File: config.mk
export PLATFORM = sky130hd
export DESIGN_NAME = tdm_demux4
export DESIGN_NICKNAME = d
export VERILOG_FILES = /design/src/rtl/tdm_demux4.sv
export SDC_FILE = /design/constraint.sdc
export NUM_CORES = 1
export LEC_CHECK = 0
export ABC_AREA = 1
export BUFFER_PORTS_ARGS = -buffer_cell sky130_fd_sc_hd__buf_4
export CORE_AREA = 2 2 39 41
export CTS_CLUSTER_SIZE = 8
export DETAILED_ROUTE_END_ITERATION = 8
export DIE_AREA = 0 0 41 43
export HOLD_SLACK_MARGIN = 0.15
export PLACE_DENSITY = 0.63
export SYNTH_ARGS = -nofsm -noshare
export SYNTH_HDL_FRONTEND = slang
export SYNTH_SLANG_ARGS = --single-unit
File: constraint.sdc
create_clock -name clk -period 1.44 [get_ports clk]
set_clock_uncertainty 0.15 [all_clocks]
set_input_delay 0.144 -clock clk [delete_from_list [all_inputs] [get_ports clk]]
set_output_delay 0.144 -clock clk [all_outputs]
set_load 0.02 [all_outputs]
File: src/rtl/tdm_demux4.sv
// rtl/tdm_demux4.sv - 4-channel TDM demultiplexer with sync-based frame alignment
//
// Purpose: aligns to a serial 4-slot TDM stream using a slot-0 sync marker,
//          gathers one sample per slot and presents the completed frame on
//          four registered channel outputs.
// Ports:
//   clk          - sole clock, rising edge
//   reset        - asynchronous, active-high
//   enable       - slot strobe; din/sync only sampled when high
//   sync         - marks the slot-0 sample of a frame
//   din          - serial TDM data, WIDTH bits per slot
//   out0..out3   - channel data of the last complete frame (held between frames)
//   address0/1   - LSB/MSB of the next expected slot index
//   frame_valid  - one-cycle pulse: out0..out3 just updated
//   sync_err     - one-cycle pulse: sync seen at a slot index other than 0
module tdm_demux4 #(
  parameter int WIDTH         = 1,
  parameter bit RESYNC_ON_ERR = 1'b1
) (
  input  logic             clk,
  input  logic             reset,
  input  logic             enable,
  input  logic             sync,
  input  logic [WIDTH-1:0] din,
  output logic [WIDTH-1:0] out0,
  output logic [WIDTH-1:0] out1,
  output logic [WIDTH-1:0] out2,
  output logic [WIDTH-1:0] out3,
  output logic             address0,
  output logic             address1,
  output logic             frame_valid,
  output logic             sync_err
);

  typedef enum logic {
    HUNT = 1'b0,
    RUN  = 1'b1
  } state_t;

  state_t           state_q, state_d;
  logic [1:0]       idx_q, idx_d;
  logic [WIDTH-1:0] sh0_q, sh0_d;
  logic [WIDTH-1:0] sh1_q, sh1_d;
  logic [WIDTH-1:0] sh2_q, sh2_d;
  logic [WIDTH-1:0] out0_q, out0_d;
  logic [WIDTH-1:0] out1_q, out1_d;
  logic [WIDTH-1:0] out2_q, out2_d;
  logic [WIDTH-1:0] out3_q, out3_d;
  logic             frame_valid_q, frame_valid_d;
  logic             sync_err_q, sync_err_d;

  always_ff @(posedge clk or posedge reset) begin
    if (reset) begin
      state_q       <= HUNT;
      idx_q         <= 2'd0;
      sh0_q         <= '0;
      sh1_q         <= '0;
      sh2_q         <= '0;
      out0_q        <= '0;
      out1_q        <= '0;
      out2_q        <= '0;
      out3_q        <= '0;
      frame_valid_q <= 1'b0;
      sync_err_q    <= 1'b0;
    end else begin
      state_q       <= state_d;
      idx_q         <= idx_d;
      sh0_q         <= sh0_d;
      sh1_q         <= sh1_d;
      sh2_q         <= sh2_d;
      out0_q        <= out0_d;
      out1_q        <= out1_d;
      out2_q        <= out2_d;
      out3_q        <= out3_d;
      frame_valid_q <= frame_valid_d;
      sync_err_q    <= sync_err_d;
    end
  end

  always_comb begin
    state_d       = state_q;
    idx_d         = idx_q;
    sh0_d         = sh0_q;
    sh1_d         = sh1_q;
    sh2_d         = sh2_q;
    out0_d        = out0_q;
    out1_d        = out1_q;
    out2_d        = out2_q;
    out3_d        = out3_q;
    frame_valid_d = 1'b0;
    sync_err_d    = 1'b0;

    if (enable) begin
      case (state_q)
        HUNT: begin
          if (sync) begin
            sh0_d   = din;
            idx_d   = 2'd1;
            state_d = RUN;
          end
        end
        RUN: begin
          if (sync && (idx_q != 2'd0)) begin
            // Misplaced sync: the partial frame is abandoned either way; the
            // shadow slots 1..2 are simply overwritten by the next frame.
            sync_err_d = 1'b1;
            if (RESYNC_ON_ERR) begin
              sh0_d = din;
              idx_d = 2'd1;
            end else begin
              state_d = HUNT;
              idx_d   = 2'd0;
            end
          end else begin
            idx_d = idx_q + 2'd1;
            case (idx_q)
              2'd0: sh0_d = din;
              2'd1: sh1_d = din;
              2'd2: sh2_d = din;
              default: begin
                // Slot 3 goes straight to out3 so the frame completes on this edge.
                out0_d        = sh0_q;
                out1_d        = sh1_q;
                out2_d        = sh2_q;
                out3_d        = din;
                frame_valid_d = 1'b1;
              end
            endcase
          end
        end
        default: begin
          state_d = HUNT;
          idx_d   = 2'd0;
        end
      endcase
    end
  end

  assign out0        = out0_q;
  assign out1        = out1_q;
  assign out2        = out2_q;
  assign out3        = out3_q;
  assign address0    = idx_q[0];
  assign address1    = idx_q[1];
  assign frame_valid = frame_valid_q;
  assign sync_err    = sync_err_q;

endmodule

==> results.yml <==
clocking:
  clock_latency_ns: 0.28
  clock-sinks: 12
  cts_tree: "yes"
  path_clk_slew_ns: 0.08
  cts-htree-levels: 1
  clockRootBuffer: "clkbuf_4"
  cts_buffer_depth: 2
  cts_buffers: 3
finish:
  design_area_um2: 790
  diodes: 0
  nNetsFinal: 96
  drive_above_1_share_pct: 33.7
  layoutNonFillerInstCount: 102
  areaGrowthSynthToFinish_pct: 38.7
timing:
  fin_ws_ns: 0.0762
  finalMaxSlewViolations: 0
  final-setup-viol-count: 0
  finalCritPeriodShare_pct: 94.7
  worst_hold_slack_ns: 0.280
  clock.fmax_mhz: 733
  worstMarginPinSlew_ns: 0.471
  timing.final.crit_period_ns: 1.36
  slew_headroom_pct: 68.6
  hold_violations: 0
  tns_ns: 0
floorplanning:
  die-area_um2: 1760
  io_pins: 13
  rows: 14
  die_w_um: 41
  core-area_um2: 1380
  start_util_pct: 41.1
  die_h_um: 43
route:
  dr.pass1.iters: 2
  routed_via_density: 4.64
  wire_per_inst_um: 11.5
  dr_total_vias: 473
  drt_iter0_markers: 1
  drc: 0
  ant_nets: 0
  routed_wirelength_mm: 1.17
synth:
  yosysSeqAreaShare_pct: 52.7
  synth_seq_cells: 12
  syn-instance-count: 63
  synth.top_cell.area_share_pct: 52.7
  syn_area_um2: 569
  synthTopCellsByCount: "22 x nand2_1, 12 x dfrtp_1, 6 x inv_1, 6 x nand4_1, 5 x nand3_1"
  synth_nets: 72
  synthFlopType: "dfrtp_1"
  avgSynthCellArea_um2: 9.04
  yosysUniqueCellTypes: 11
  ys_warn_count: 0
  yosys-top-cells-area: "dfrtp_1 53%, nand2_1 15%, ha_1 8.8%, nand4_1 6.6%, nand3_1 4.4%"
  synth_largest_area_cell: "dfrtp_1"
  async_flop_share_pct: 100
  synth-edff-count: 0
  yosysMostFrequentCell: "nand2_1"
worst_setup_path:
  critPathLaunchType: "flop"
  worstPathMaxFanout: 8
  path_class: "flop to flop"
  cp-end-kind: "flop"
  cp_data_required_time_ns: 1.47
  cp_data_arrival_time_ns: 1.39
grt:
  grt_pass1_wl_mm: 1.95
  grt_max_degree: 13
  grt.total_usage_pct: 16.8
  gr-total-overflow: 0
  grt_pass1_vias: 454
  grt_antenna_before_repair: 0
min_path:
  hold_class: "primary input to async pin"
placed_design:
  place_congestion: 0.754
  placed_cell_area_um2: 688
  pre_cts_slack_ns: 0.0333
  numPortBuffers: 12
  placedCellCount: 93
  dpl.hpwl_um: 821
power:
  power_leakage_nw: 0.434
  vdd_drop_max_uv: 994
  powerDensity_nw_per_um2: 1860
status:
  status: "finished clean"
run:
  drv_cap: 0
registers in the layout, indices dropped and copies added, names as in the netlist:
signal and flops:
sh2_q 1, sh1_q 1, idx_q 2, sh0_q 1, frame_valid 1, sync_err 1, out1 1, state_q 1
out3 1, out2 1, out0 1
critical path: stages (launching register included):
cell	delay (ns)
dfrtp_2	0.41
inv_2	0.06
ha_2	0.17
inv_1	0.05
nand2_2	0.10
buf_6	0.13
nand3_1	0.07
nand2_1	0.07
nand2_1	0.04
where the power goes:
group / leakage [nW] / internal [mW] / total (mW) / switching (mW)
clock: 0.0210 / 0.154 / 0.276 / 0.122
sequential: 0.148 / 0.458 / 0.523 / 0.0647
combinational: 0.265 / 0.301 / 0.666 / 0.365
final cells by class:
class                      instances  area (µm²)
timing repair buffer              21         175
clock buffer                       4        36.3
sequential                        12         302
tap                               16        20.0
fill                             131         594
multi-input combinational         42         230
inverter                           7        26.3
final timing paths:
kind	to	cells after the start	from	slack, ns
min in group clk	out0	2	out0	0.32
hold reg to reg	out0	2	out0	0.32
max in group asynchronous	idx_q[0]	3	reset	0.51
setup reg to reg	sh1_q	8	idx_q[0]	0.08
setup / recovery	sh1_q	8	idx_q[0]	0.08
hold / removal	out0	3	reset	0.28
routing by layer:
layer  vias to the layer above  track usage, %  wire, µm
met3                         3            3.14        41
met2                        10            23.8       553
met4                         0            10.0        26
met1                       209            22.7       554
met5                         -               0         0
li1                        251               -         -
logic make-up after synthesis:
kind of cell    Yosys count  synth area share (%)
buf+inv                   9                  8.57
compound gates            3                  2.64
fa+ha+maj                 4                  8.79
flops                    12                  52.7
simple gates             35                  27.3
per-stage QoR:
step | util (%) | total power, mW
2_1_floorplan | - | 0.892
3_3_place_gp | 49.7 | 1.12
3_5_place_dp | 49.7 | 1.14
4_1_cts | 55.2 | 1.43
5_1_grt | 57.1 | 1.57
6_report | 57.1 | 1.47
what timing repair did:
action / CTS / global route
gates resized for setup: 0 / 7
endpoints found under the setup margin: 0 / 7
setup buffers: 0 / 1
hold buffers: 4 / 0
endpoints found under the hold margin: 20 / 0
cell usage in the layout, fill, tap and decap left out, types with 2 or more instances in the layout:
cell type | Yosys | layout
dfrtp_1 | 12 | 11
nand2_1 | 22 | 21
buf_6 | 2 | 2
nand2_2 | 1 | 2
ha_1 | 4 | 3
buf_4 | 0 | 15
nand3_1 | 5 | 4
inv_1 | 6 | 4
dlygate4sd3_1 | 0 | 4
o21ai_0 | 3 | 3
inv_2 | 1 | 3
clkbuf_4 | 0 | 3
nand4_1 | 6 | 6
Note: power is estimated with default switching activity, not from simulation.
